`src/rtl/vga_plot_arbiter_pkg.sv`:
```
// Shared constants, state encoding and requester ids for the VGA plot arbiter.
// The arbiter and the clear sweeper both import this package.
package vga_plot_arbiter_pkg;

  localparam int X_MAX   = 160;
  localparam int Y_MAX   = 120;
  localparam int COORD_W = 8;

  localparam logic [2:0] BLACK = 3'b000;
  localparam logic [2:0] WHITE = 3'b111;

  typedef enum logic {
    IDLE  = 1'b0,
    CLEAR = 1'b1
  } state_e;

  typedef enum logic {
    USR = 1'b0,
    SIM = 1'b1
  } req_id_e;

  // Full 8-bit unsigned compare; large coordinates such as 200 must not wrap into range.
  function automatic logic coord_in_range(input logic [COORD_W-1:0] x,
                                          input logic [COORD_W-1:0] y,
                                          input int x_max,
                                          input int y_max);
    return (int'({24'd0, x}) < x_max) && (int'({24'd0, y}) < y_max);
  endfunction

endpackage

```
`src/rtl/vga_plot_arbiter_clear_sweeper.sv`:
```
// Raster counter for the full-screen clear: walks x fastest, then y.
// Reports each coordinate while busy and flags the final one with done.
module clear_sweeper #(
  parameter int X_MAX = vga_plot_arbiter_pkg::X_MAX,
  parameter int Y_MAX = vga_plot_arbiter_pkg::Y_MAX
) (
  input  logic       clock,
  input  logic       reset,
  input  logic       start,
  output logic       done,
  output logic [7:0] x,
  output logic [7:0] y
);

  logic       busy_q, busy_d;
  logic [7:0] x_q, x_d;
  logic [7:0] y_q, y_d;
  logic       last_x, last_y;

  always_comb begin
    last_x = (x_q == 8'(X_MAX - 1));
    last_y = (y_q == 8'(Y_MAX - 1));
    done   = busy_q && last_x && last_y;

    busy_d = busy_q;
    x_d    = x_q;
    y_d    = y_q;
    if (start && !busy_q) begin
      busy_d = 1'b1;
      x_d    = '0;
      y_d    = '0;
    end else if (busy_q) begin
      if (last_x) begin
        x_d = '0;
        if (last_y) begin
          busy_d = 1'b0;
          y_d    = '0;
        end else begin
          y_d = y_q + 8'd1;
        end
      end else begin
        x_d = x_q + 8'd1;
      end
    end
  end

  always_ff @(posedge clock) begin
    if (reset) begin
      busy_q <= 1'b0;
      x_q    <= '0;
      y_q    <= '0;
    end else begin
      busy_q <= busy_d;
      x_q    <= x_d;
      y_q    <= y_d;
    end
  end

  assign x = x_q;
  assign y = y_q;

endmodule

```
`src/rtl/vga_plot_arbiter.sv`:
```
// Shares the vga_adapter plot port between user writes and the simulation redraw,
// with a built-in full-screen clear sweep that has priority over both.
module vga_plot_arbiter #(
  parameter int                  X_MAX        = vga_plot_arbiter_pkg::X_MAX,
  parameter int                  Y_MAX        = vga_plot_arbiter_pkg::Y_MAX,
  parameter int                  COLOUR_W     = 3,
  parameter logic [COLOUR_W-1:0] CLEAR_COLOUR = '0
) (
  input  logic                clock,
  input  logic                reset,
  input  logic                clear_start,
  output logic                clear_busy,
  input  logic                usr_req,
  input  logic [7:0]          usr_x,
  input  logic [7:0]          usr_y,
  input  logic [COLOUR_W-1:0] usr_colour,
  output logic                usr_ack,
  input  logic                sim_req,
  input  logic [7:0]          sim_x,
  input  logic [7:0]          sim_y,
  input  logic [COLOUR_W-1:0] sim_colour,
  output logic                sim_ack,
  output logic [7:0]          vga_x,
  output logic [7:0]          vga_y,
  output logic [COLOUR_W-1:0] vga_colour,
  output logic                vga_plot,
  output logic                oob_drop
);
  import vga_plot_arbiter_pkg::*;

  // Handshake: each requester holds req with stable data; ack is combinational and a
  // pixel transfers at the posedge where req && ack; ack may drop without a transfer.

  state_e              state_q, state_d;
  req_id_e             last_grant_q, last_grant_d;
  logic [7:0]          x_q, x_d, y_q, y_d;
  logic [COLOUR_W-1:0] colour_q, colour_d;
  logic                plot_q, plot_d;
  logic                oob_q, oob_d;

  logic                arb_open;
  logic                usr_grant, sim_grant;
  logic [7:0]          sel_x, sel_y;
  logic [COLOUR_W-1:0] sel_colour;
  logic                sweep_start, sweep_done;
  logic [7:0]          sweep_x, sweep_y;

  clear_sweeper #(
    .X_MAX(X_MAX),
    .Y_MAX(Y_MAX)
  ) u_sweeper (
    .clock (clock),
    .reset (reset),
    .start (sweep_start),
    .done  (sweep_done),
    .x     (sweep_x),
    .y     (sweep_y)
  );

  always_comb begin
    arb_open    = !reset && (state_q == IDLE) && !clear_start;
    sweep_start = (state_q == IDLE) && clear_start;
    // Contention goes to whoever did not win the previous transfer.
    usr_grant   = arb_open && usr_req && (!sim_req || last_grant_q == SIM);
    sim_grant   = arb_open && sim_req && (!usr_req || last_grant_q == USR);
    sel_x       = usr_grant ? usr_x      : sim_x;
    sel_y       = usr_grant ? usr_y      : sim_y;
    sel_colour  = usr_grant ? usr_colour : sim_colour;

    state_d      = state_q;
    last_grant_d = last_grant_q;
    x_d          = x_q;
    y_d          = y_q;
    colour_d     = colour_q;
    plot_d       = 1'b0;
    oob_d        = 1'b0;

    case (state_q)
      IDLE: begin
        if (clear_start) begin
          state_d = CLEAR;
        end else if (usr_grant || sim_grant) begin
          last_grant_d = usr_grant ? USR : SIM;
          if (coord_in_range(sel_x, sel_y, X_MAX, Y_MAX)) begin
            x_d      = sel_x;
            y_d      = sel_y;
            colour_d = sel_colour;
            plot_d   = 1'b1;
          end else begin
            oob_d = 1'b1;
          end
        end
      end
      CLEAR: begin
        x_d      = sweep_x;
        y_d      = sweep_y;
        colour_d = CLEAR_COLOUR;
        plot_d   = 1'b1;
        if (sweep_done) begin
          state_d = IDLE;
        end
      end
      default: state_d = IDLE;
    endcase
  end

  always_ff @(posedge clock) begin
    if (reset) begin
      state_q      <= IDLE;
      last_grant_q <= SIM;
      x_q          <= '0;
      y_q          <= '0;
      colour_q     <= '0;
      plot_q       <= 1'b0;
      oob_q        <= 1'b0;
    end else begin
      state_q      <= state_d;
      last_grant_q <= last_grant_d;
      x_q          <= x_d;
      y_q          <= y_d;
      colour_q     <= colour_d;
      plot_q       <= plot_d;
      oob_q        <= oob_d;
    end
  end

  assign clear_busy = (state_q == CLEAR);
  assign usr_ack    = usr_grant;
  assign sim_ack    = sim_grant;
  assign vga_x      = x_q;
  assign vga_y      = y_q;
  assign vga_colour = colour_q;
  assign vga_plot   = plot_q;
  assign oob_drop   = oob_q;

endmodule

```
`config.mk`:
```
export PLATFORM = sky130hd
export DESIGN_NAME = vga_plot_arbiter
export DESIGN_NICKNAME = d
export VERILOG_FILES = /design/src/rtl/vga_plot_arbiter_pkg.sv /design/src/rtl/vga_plot_arbiter_clear_sweeper.sv /design/src/rtl/vga_plot_arbiter.sv
export SDC_FILE = /design/constraint.sdc
export NUM_CORES = 1
export LEC_CHECK = 0
export ABC_AREA = 1
export CAP_MARGIN = 20
export CORE_AREA = 3 3 82 84
export CTS_CLUSTER_SIZE = 10
export DETAILED_ROUTE_END_ITERATION = 8
export DIE_AREA = 0 0 85 87
export GPL_TIMING_DRIVEN = 0
export PLACE_DENSITY_LB_ADDON = 0.15
export SLEW_MARGIN = 30
export SYNTH_ARGS = -nofsm -noshare
export SYNTH_HDL_FRONTEND = slang
export SYNTH_SLANG_ARGS = --single-unit
```
`constraint.sdc`:
```
create_clock -name clock -period 2.6 [get_ports clock]
set_clock_uncertainty 0.15 [all_clocks]
set_input_delay 0.65 -clock clock [delete_from_list [all_inputs] [get_ports clock]]
set_output_delay 0.65 -clock clock [all_outputs]
set_load 0.01 [all_outputs]
```
==> results.json <==
{
  "grt_pass1_vias": 2239,
  "rsz0062_at_grt": "false",
  "core_area_sq_um": 5990,
  "cp-end-kind": "output port",
  "hpwl_microns": 4750,
  "grt_overflow_total": 0,
  "period_minus_slack_ns": 2.57,
  "relSlewSlack_pct": 61.7,
  "hold_buffers": 0,
  "layout_setup_ws_ns": 0.0303,
  "worstPathArrival_ns": 1.77,
  "num_vias": 2285,
  "fin_util_pct": 55.5,
  "drt_pass1_iterations": 4,
  "clkTransAtPathRegs_ns": 0.07,
  "cts_buffer_depth": 2,
  "synth.cell_area_sq_um": 2390,
  "period_share_pct": 98.8,
  "holdCritStartpoint": "vga_colour[2]$_SDFFE_PP0P_",
  "grt_max_degree": 16,
  "ios": 67,
  "setup_viol_count_final": 0,
  "port_buffers": 65,
  "required_ns": 1.80,
  "synth-seq-area-share_pct": 33.5,
  "status": "complete, no violations",
  "remaining_drc_errors": 0,
  "rows": 28,
  "cts_tree": "yes",
  "drv_slew": 0,
  "netlist-cell-type-count": 39,
  "dieWidth_microns": 85,
  "yosysWarnings": 0,
  "diodes": 0,
  "worstHoldPathType": "reg2reg",
  "ant_nets": 0,
  "maxCapViolCount": 0,
  "p_total_mw": 1.64,
  "area_delta_synth_final_pct": 39.1,
  "gp_congestion": 0.776,
  "powerDensity_nw_per_um2": 494,
  "worstSetupStartpoint": "usr_req",
  "grt_usage_pct": 17.2,
  "syn_inst": 320,
  "register_area_sq_um": 801,
  "path_class": "in2out",
  "cts_root_buf": "clkbuf_8",
  "peakVddDrop_v": 0.000224,
  "wl_microns": 6050,
  "drive_gt1_share_pct": 18.3,
  "rr_startpoint": "u_sweeper.x[0]$_SDFFE_PP0P_",
  "cts-htree-levels": 2,
  "drt_iter0_markers": 89,
  "clock_sinks": 40,
  "synth_seq_cells": 40,
  "die_h_microns": 87,
  "dp_slack_ns": -0.805,
  "num-nets-final": 442,
  "mostFrequentLayoutCells": "clkdlybuf4s50_1, nand2_1, dfxtp_1",
  "worstMarginPinSlew_ns": 0.572,
  "holdWs_ns": 0.319,
  "synth_fp_nets": 365,
  "clock.fmax_ghz": 0.389,
  "fillCellCount": 601,
  "initial_utilization_pct": 39.9,
  "avgSynthCellArea_sq_um": 7.47,
  "multi_input_comb_area_sq_um": 1350,
  "final_common_cell": "clkdlybuf4s50_1",
  "hold_violations": 0,
  "insertion_delay_ns": 0.29,
  "die_area_sq_um": 7400,
  "vias_per_cell": 4.83,
  "grt_first_pass_wirelength_microns": 10300,
  "cts_buffers": 5,
  "routedWlPerCell_microns": 12.8,
  "path_max_fanout": 5,
  "antenna_found_initial": 0,
  "p_leak_nw": 1.35,
  "crit_path_start_kind": "input port"
}
==> synthesized netlist by cell type, drive strengths merged <==
cell type | number | share of area, %
o22ai | 6 | 1.6
o221a | 1 | 0.47
nor3b | 4 | 1.7
nand4 | 3 | 1.4
buf | 9 | 3.5
a21oi | 21 | 5.7
a31oi | 1 | 0.26
ha | 2 | 1.0
clkbuf | 3 | 0.47
nand2 | 71 | 14
xor2 | 1 | 0.37
or2 | 1 | 0.37
a211oi | 1 | 0.31
o21ai | 23 | 5.3
nor3 | 8 | 1.7
nand3 | 27 | 7.9
nand3b | 12 | 3.8
dfxtp | 40 | 34
inv | 39 | 6.5
nor2 | 46 | 9.4
a21boi | 1 | 0.47
==> final timing paths <==
path	end	cells past startpoint	slack, ns
worst max register to register	clear_busy$_SDFF_PP0_	10	0.42
worst min register to register	vga_colour[2]$_SDFFE_PP0P_	2	0.32
worst max-delay path	usr_ack	5	0.03
worst min-delay path	vga_colour[2]$_SDFFE_PP0P_	2	0.32
==> timing repair <==
action                     in CTS  in global routing
pin swaps                       1                  1
setup buffers                   3                  3
setup endpoints to repair       2                  1
resized for setup              11                  1
gates cloned                    0                  0
==> cell families (layout without fill, tap and decap cells) <==
kind of cell    count (synthesis)  count (layout)  share of synthesized area (%)
simple gates                  172             172                           40.5
compound gates                 54              54                           14.0
buf+inv                        51             129                           10.5
flops                          40              40                           33.5
fa+ha+maj                       2               2                           1.05
xor+xnor                        1               1                          0.367
==> stage by stage <==
stage | setup TNS (ns) | cell area [sq um] | std cells
after global routing | 0 | 3320 | 473
after detailed placement | -5.80 | 3130 | 460
after global placement | -5.70 | 3130 | 460
final | 0 | 3320 | 473
after floorplan | 0 | 2390 | 320
after CTS | -0.0390 | 3300 | 470
==> area by class of cell <==
| type | instances | area share [%] |
|---|---|---|
| buffer | 11 | 2.71 |
| clock buffer | 7 | 2.90 |
| clock inverter | 1 | 0.904 |
| inverter | 39 | 5.08 |
| multi-input combinational | 229 | 40.6 |
| sequential | 40 | 24.1 |
| tap | 75 | 2.82 |
| timing repair buffer | 71 | 20.9 |
==> routing by layer <==
metal	vias up	routed length, microns	global-route usage [%]
met5	-	0	0
met4	0	52	5.04
met3	6	341	3.22
met2	58	2870	28.6
met1	1024	2780	22.8
li1	1197	-	-
==> flip-flops by register name (all words and copies together) (netlist names), 3 cells and up <==
| register | cells |
|---|---|
| u_sweeper.x | 8 |
| u_sweeper.y | 8 |
| vga_y | 8 |
| vga_x | 8 |
| vga_colour | 3 |
==> critical path, stage by stage <==
cell and delay [ns]:
clkdlybuf4s50_1 0.49, a21boi_4 0.23, nand2_4 0.11, clkinv_8 0.07, clkdlybuf4s15_2 0.21
==> power breakdown <==
part	leakage (nW)	switching, mW	total, mW	internal [mW]
Combinational	0.960	0.222	0.428	0.206
Clock	0.0645	0.210	0.549	0.339
Sequential	0.326	0.0196	0.667	0.647
Total	1.35	0.451	1.64	1.19
Note: power is estimated with default switching activity, not from simulation.
